**config.mk**
```make
export PLATFORM = sky130hd
export DESIGN_NAME = dual_digit_display_driver
export DESIGN_NICKNAME = d
export VERILOG_FILES = /design/src/rtl/display_pkg.sv /design/src/rtl/hex_to_seven_seg.sv /design/src/rtl/dual_digit_display_driver.sv
export SDC_FILE = /design/constraint.sdc
export NUM_CORES = 1
export LEC_CHECK = 0
export ABC_AREA = 1
export BUFFER_PORTS_ARGS = -buffer_cell sky130_fd_sc_hd__buf_4
export CAP_MARGIN = 20
export CORE_MARGIN = 1.5
export CORE_UTILIZATION = 30
export DETAILED_ROUTE_END_ITERATION = 10
export GPL_TIMING_DRIVEN = 0
export PLACE_DENSITY = 0.53
export SLEW_MARGIN = 20
export SYNTH_ARGS = -nofsm -noshare
export SYNTH_HDL_FRONTEND = slang
export SYNTH_SLANG_ARGS = --single-unit
```
**constraint.sdc**
```tcl
create_clock -name clk -period 3.78 [get_ports clk]
set_clock_uncertainty 0.2 [all_clocks]
set_input_delay 0.756 -clock clk [delete_from_list [all_inputs] [get_ports clk]]
set_output_delay 0.756 -clock clk [all_outputs]
set_load 0.02 [all_outputs]
```
**src/rtl/display_pkg.sv**
```systemverilog
// Shared types and the seven-segment decode table for the display driver.
// Segment order is {g,f,e,d,c,b,a}, active-low.
package display_pkg;

   typedef logic [3:0] digit_t;
   typedef logic [6:0] seg_t;

   localparam seg_t SEG_OFF = 7'h7F;

   localparam seg_t HEX_SEG [16] = '{
      7'h40, 7'h79, 7'h24, 7'h30,
      7'h19, 7'h12, 7'h02, 7'h78,
      7'h00, 7'h10, 7'h08, 7'h03,
      7'h46, 7'h21, 7'h06, 7'h0E
   };

endpackage

```
**src/rtl/hex_to_seven_seg.sv**
```systemverilog
// Combinational hex digit to active-low seven-segment pattern.
module hex_to_seven_seg
   import display_pkg::*;
(
   input  digit_t digit,
   output seg_t   seg
);

   assign seg = HEX_SEG[digit];

endmodule

```
**src/rtl/dual_digit_display_driver.sv**
```systemverilog
// Two-digit time-multiplexed common-anode seven-segment driver with shadow
// registers, per-slot dead time and optional leading-zero blanking.
module dual_digit_display_driver
   import display_pkg::*;
#(
   parameter int unsigned REFRESH_DIV  = 50000,
   parameter int unsigned BLANK_CYCLES = 16,
   parameter bit          LATCH_ALWAYS = 1'b0
) (
   input  logic       clk,
   input  logic       rst,
   input  logic [3:0] digit0_in,
   input  logic [3:0] digit1_in,
   input  logic       latch,
   input  logic       blank_leading_zero,
   output logic [6:0] seg_n,
   output logic [1:0] an_n,
   output logic       dp_n,
   output logic       slot_tick
);

   localparam int unsigned CW = $clog2(REFRESH_DIV);
   typedef logic [CW-1:0] cnt_t;
   localparam cnt_t SLOT_LAST = cnt_t'(REFRESH_DIV - 1);
   localparam cnt_t BLANK_END = cnt_t'(BLANK_CYCLES);

   digit_t shadow0_q, shadow0_d;
   digit_t shadow1_q, shadow1_d;
   cnt_t   slot_cnt_q, slot_cnt_d;
   logic   sel_q, sel_d;
   logic   tick_d;

   seg_t       seg_q, seg_d;
   logic [1:0] an_q, an_d;
   logic       dp_q;
   logic       tick_q;

   digit_t cur_digit;
   seg_t   cur_seg;

   // Next-state for shadow registers, slot counter and digit select.
   always_comb begin
      shadow0_d  = shadow0_q;
      shadow1_d  = shadow1_q;
      slot_cnt_d = slot_cnt_q + cnt_t'(1);
      sel_d      = sel_q;
      tick_d     = 1'b0;
      if (latch || LATCH_ALWAYS) begin
         shadow0_d = digit0_in;
         shadow1_d = digit1_in;
      end
      if (slot_cnt_q == SLOT_LAST) begin
         slot_cnt_d = '0;
         sel_d      = ~sel_q;
         tick_d     = 1'b1;
      end
   end

   // Outputs derive from post-update state so a latch on a wrap edge shows at once.
   assign cur_digit = sel_d ? shadow1_d : shadow0_d;

   hex_to_seven_seg u_dec (
      .digit (cur_digit),
      .seg   (cur_seg)
   );

   always_comb begin
      seg_d = SEG_OFF;
      an_d  = 2'b11;
      if (slot_cnt_d < BLANK_END) begin
         seg_d = SEG_OFF;
         an_d  = 2'b11;
      end else if (sel_d && blank_leading_zero && (shadow1_d == 4'd0)) begin
         seg_d = SEG_OFF;
         an_d  = 2'b11;
      end else begin
         seg_d = cur_seg;
         an_d  = ~(2'b01 << sel_d);
      end
   end

   always_ff @(posedge clk) begin
      if (rst) begin
         shadow0_q  <= '0;
         shadow1_q  <= '0;
         slot_cnt_q <= '0;
         sel_q      <= 1'b0;
         seg_q      <= SEG_OFF;
         an_q       <= 2'b11;
         dp_q       <= 1'b1;
         tick_q     <= 1'b0;
      end else begin
         shadow0_q  <= shadow0_d;
         shadow1_q  <= shadow1_d;
         slot_cnt_q <= slot_cnt_d;
         sel_q      <= sel_d;
         seg_q      <= seg_d;
         an_q       <= an_d;
         dp_q       <= 1'b1;
         tick_q     <= tick_d;
      end
   end

   assign seg_n     = seg_q;
   assign an_n      = an_q;
   assign dp_n      = dp_q;
   assign slot_tick = tick_q;

endmodule

```
==> flow_summary_export.csv <==
group,metric,value,unit
synthesis,yosysWarnings,0,
global_routing,grt_pass1_wl,7948,um
synthesis,syn-cell-area,0.002017,mm2
clock_tree,tritoncts,"done",
finish,fill_cells,688,
placement,placed_area,0.002271,mm2
run,cap_viol_max_count,0,
floorplan,start_util,31.40,%
clock_tree,clk_latency,290,ps
synthesis,synth_ff_type,"dfxtp_1",
worst_setup_path,path_cells,"ha_1 -> nand3_4 -> nor2_4 -> nand2_2 -> nand2_4 -> nand2_4 -> nand2_1 -> nand2_1 -> ha_1 -> nand3_1 -> nand3_1 -> nand2_1 -> inv_1 -> nand2_1",
synthesis,async_flop_share,0,%
synthesis,synth_edf_count,0,
global_routing,grt_pass1_vias,1743,
sta,fin_crit,2529,ps
clock_tree,cts_buffer_depth,2,
clock_tree,cts_root_buf,"clkbuf_8",
placement,place_inst,394,
synthesis,yosysSeqAreaShare,34.74,%
sta,setup_slack,1251,ps
worst_setup_path,cp.required,3750,ps
worst_setup_path,worstPathArrival,2490,ps
finish,final_layout_size_suffix_gt1_share,16.62,%
route,post_drt_wl_per_cell,10.97,um
route,first_iter_violations,81,
route,ant_nets,0,
pwr,power.density,311.6,mW/mm2
sta,maxSlewHeadroom,65.27,%
sta,rsz0062_at_grt,"no",
status,status,"finished clean",
synthesis,postSynthRegisterBits,35,
clock_tree,path_clk_slew,70,ps
clock_tree,clock_sinks,35,
worst_setup_path,crit_top_cell,"nand2_1",
floorplan,die-area,0.007224,mm2
sta,worstMarginPinSlew,520.9,ps
route,viasPerCell,4.445,
placement,place.gp.congestion,0.8736,
worst_setup_path,ff2ff_setup_slack,1250,ps
pwr,p_leak,1.080,nW
placement,portBuffers,21,
worst_setup_path,cp_top_family,"simple AND/OR/NAND/NOR gates",
worst_setup_path,cp_max_fo,8,
finish,nNetsFinal,343,
synthesis,syn-num-nets,315,
global_routing,grt_usage,13.49,%
clock_tree,cts_htree_levels,2,
route,vias,1787,
sta,hold_viol_final,0,
sta,max_freq,395.4,MHz
placement,hpwl,3505,um
finish,stdcell_area,0.002352,mm2
worst_setup_path,max_stage_delay,390,ps
global_routing,antenna_found_initial,0,
floorplan,die_w,85.00,um
route,wirelength,4408,um
sta,slew_violations,0,
pwr,vdd_ir_drop_max,0.0001258,V
floorplan,placementRows,29,
sta,period_share,66.91,%
synthesis,synth_cell_types,29,
global_routing,gr-total-overflow,0,
worst_setup_path,cp-end-kind,"flip-flop",
worst_setup_path,r2r-start,"slot_cnt_q[0]",
floorplan,die_y,85.00,um
placement,post-place-ws,1007,ps
global_routing,grt_max_degree,11,
clock_tree,cts_resized,0,
floorplan,core_area,0.006422,mm2
worst_hold_path,whs_path_depth,1,
sta,setup_tns,0,ps
worst_setup_path,ff2ff_path_depth,14,
worst_setup_path,worst_path_max_delay_cell,"dfxtp_1",
clock_tree,post-cts-setup-buffer-count,0,
synthesis,synthCells,296,
synthesis,avgSynthCellArea,6.814,um2
worst_hold_path,min_from,"slot_cnt_q[0]",
route,drtPass1Iterations,4,
finish,final_cell_mix,"80 x nand2_1, 49 x nor2_1, 35 x dfxtp_1, 34 x inv_1, 30 x nand3_1",
worst_hold_path,hp-class,"flip-flop to flip-flop",
route,drc,0,
worst_setup_path,crit_buf_inv,1,
worst_setup_path,cp-start-kind,"flip-flop",
floorplan,io_pins,23,
worst_setup_path,timing.rr.end,"seg_n[3]",
clock_tree,hold_buffers,0,
finish,diodes,0,
finish,area_growth,16.63,%
finish,final_common_cell,"nand2_1",
finish,final-instance-count-excl-fill,402,
sta,setup_violations,0,
worst_hold_path,hold_end,"slot_cnt_q[0]",
worst_setup_path,critPathKind,"flip-flop to flip-flop",
clock_tree,cts_buffers,5,
## area by class of cell
class                   count  area, um2  area share, %
flip-flops and latches     35      700.7          29.79
repair buffers             21      157.7          6.702
well taps                  77      96.34          4.096
inverters                  34      127.6          5.426
clock buffers               7      76.32          3.245
clock inverters             1      5.005         0.2128
multi-input cells         222       1157          49.20
plain buffers               5      31.28          1.330
## metal layers
| layer | GRT usage [%] | vias to the layer above | routed length [um] |
|---|---|---|---|
| met1 | 18.47 | 766 | 2265 |
| li1 | - | 979 | - |
| met4 | 5.365 | 0 | 86 |
| met2 | 20.71 | 35 | 1874 |
| met5 | 0 | - | 0 |
| met3 | 2.821 | 7 | 182 |
## state kept, by name, summed over array words and instances (netlist names)
name and flops:
slot_tick 1, shadow0_q 4, sel_q 1, shadow1_q 4, an_n 2, slot_cnt_q 16, seg_n 7
## kinds of logic after synthesis
family	count (synthesis)	share of synthesized area [%]
simple gates	192	45.04
buf+inv	39	7.878
flops	35	34.74
compound gates	13	3.661
fa+ha+maj	7	4.342
xor+xnor	5	2.171
mux	4	1.985
other cells	1	0.1859
## cells in the mapped netlist (4+ instances only)
library cell / count / area [um2]
xor2_1: 5 / 43.79
o21ai_0: 6 / 30.03
ha_1: 7 / 87.58
nor2_2: 4 / 25.02
nand3_1: 30 / 150.1
nand3_2: 4 / 40.04
nor2_4: 4 / 45.04
nand2_2: 6 / 37.54
mux2i_1: 4 / 40.04
nand2_1: 80 / 300.3
nand4_1: 6 / 37.54
inv_1: 34 / 127.6
nor2_1: 49 / 183.9
dfxtp_1: 35 / 700.7
## worst register-to-register path: cells and delay by family, from the launching register on
family	cells	cell delay, ps
and+or+nand+nor	11	1170
DFF	1	390
buffers and inverters	1	40
adders and majority gates	2	610
## report_power, final
group / total (W) / switching (W) / internal, W
Combinational: 0.0000873 / 0.0000531 / 0.0000341
Clock: 0.000265 / 0.000135 / 0.000129
Sequential: 0.000381 / 0.00000459 / 0.000377
## metrics by stage
step           util (%)  hold WS (ps)  total power (W)
6_report          36.63         276.2        0.0007330
3_3_place_gp      35.36         254.6        0.0004766
5_1_grt           36.63         328.3        0.0007736
3_5_place_dp      35.36         261.6        0.0004774
4_1_cts           36.63         279.7        0.0007454
2_1_floorplan         -         240.3        0.0004522
## how the worst max path moves through the flow
| stage | start | to | slack, ps | cells after the start |
|---|---|---|---|---|
| floorplan | latch | seg_n[6] | 1400 | 10 |
| global route | slot_cnt_q[0] | seg_n[3] | 950 | 15 |
| CTS | slot_cnt_q[0] | seg_n[3] | 1210 | 14 |
| detailed placement | latch | seg_n[6] | 1010 | 11 |
| finish | slot_cnt_q[0] | seg_n[3] | 1250 | 14 |
| global placement | latch | seg_n[6] | 1000 | 11 |
Power figures use the tool's default switching activity.
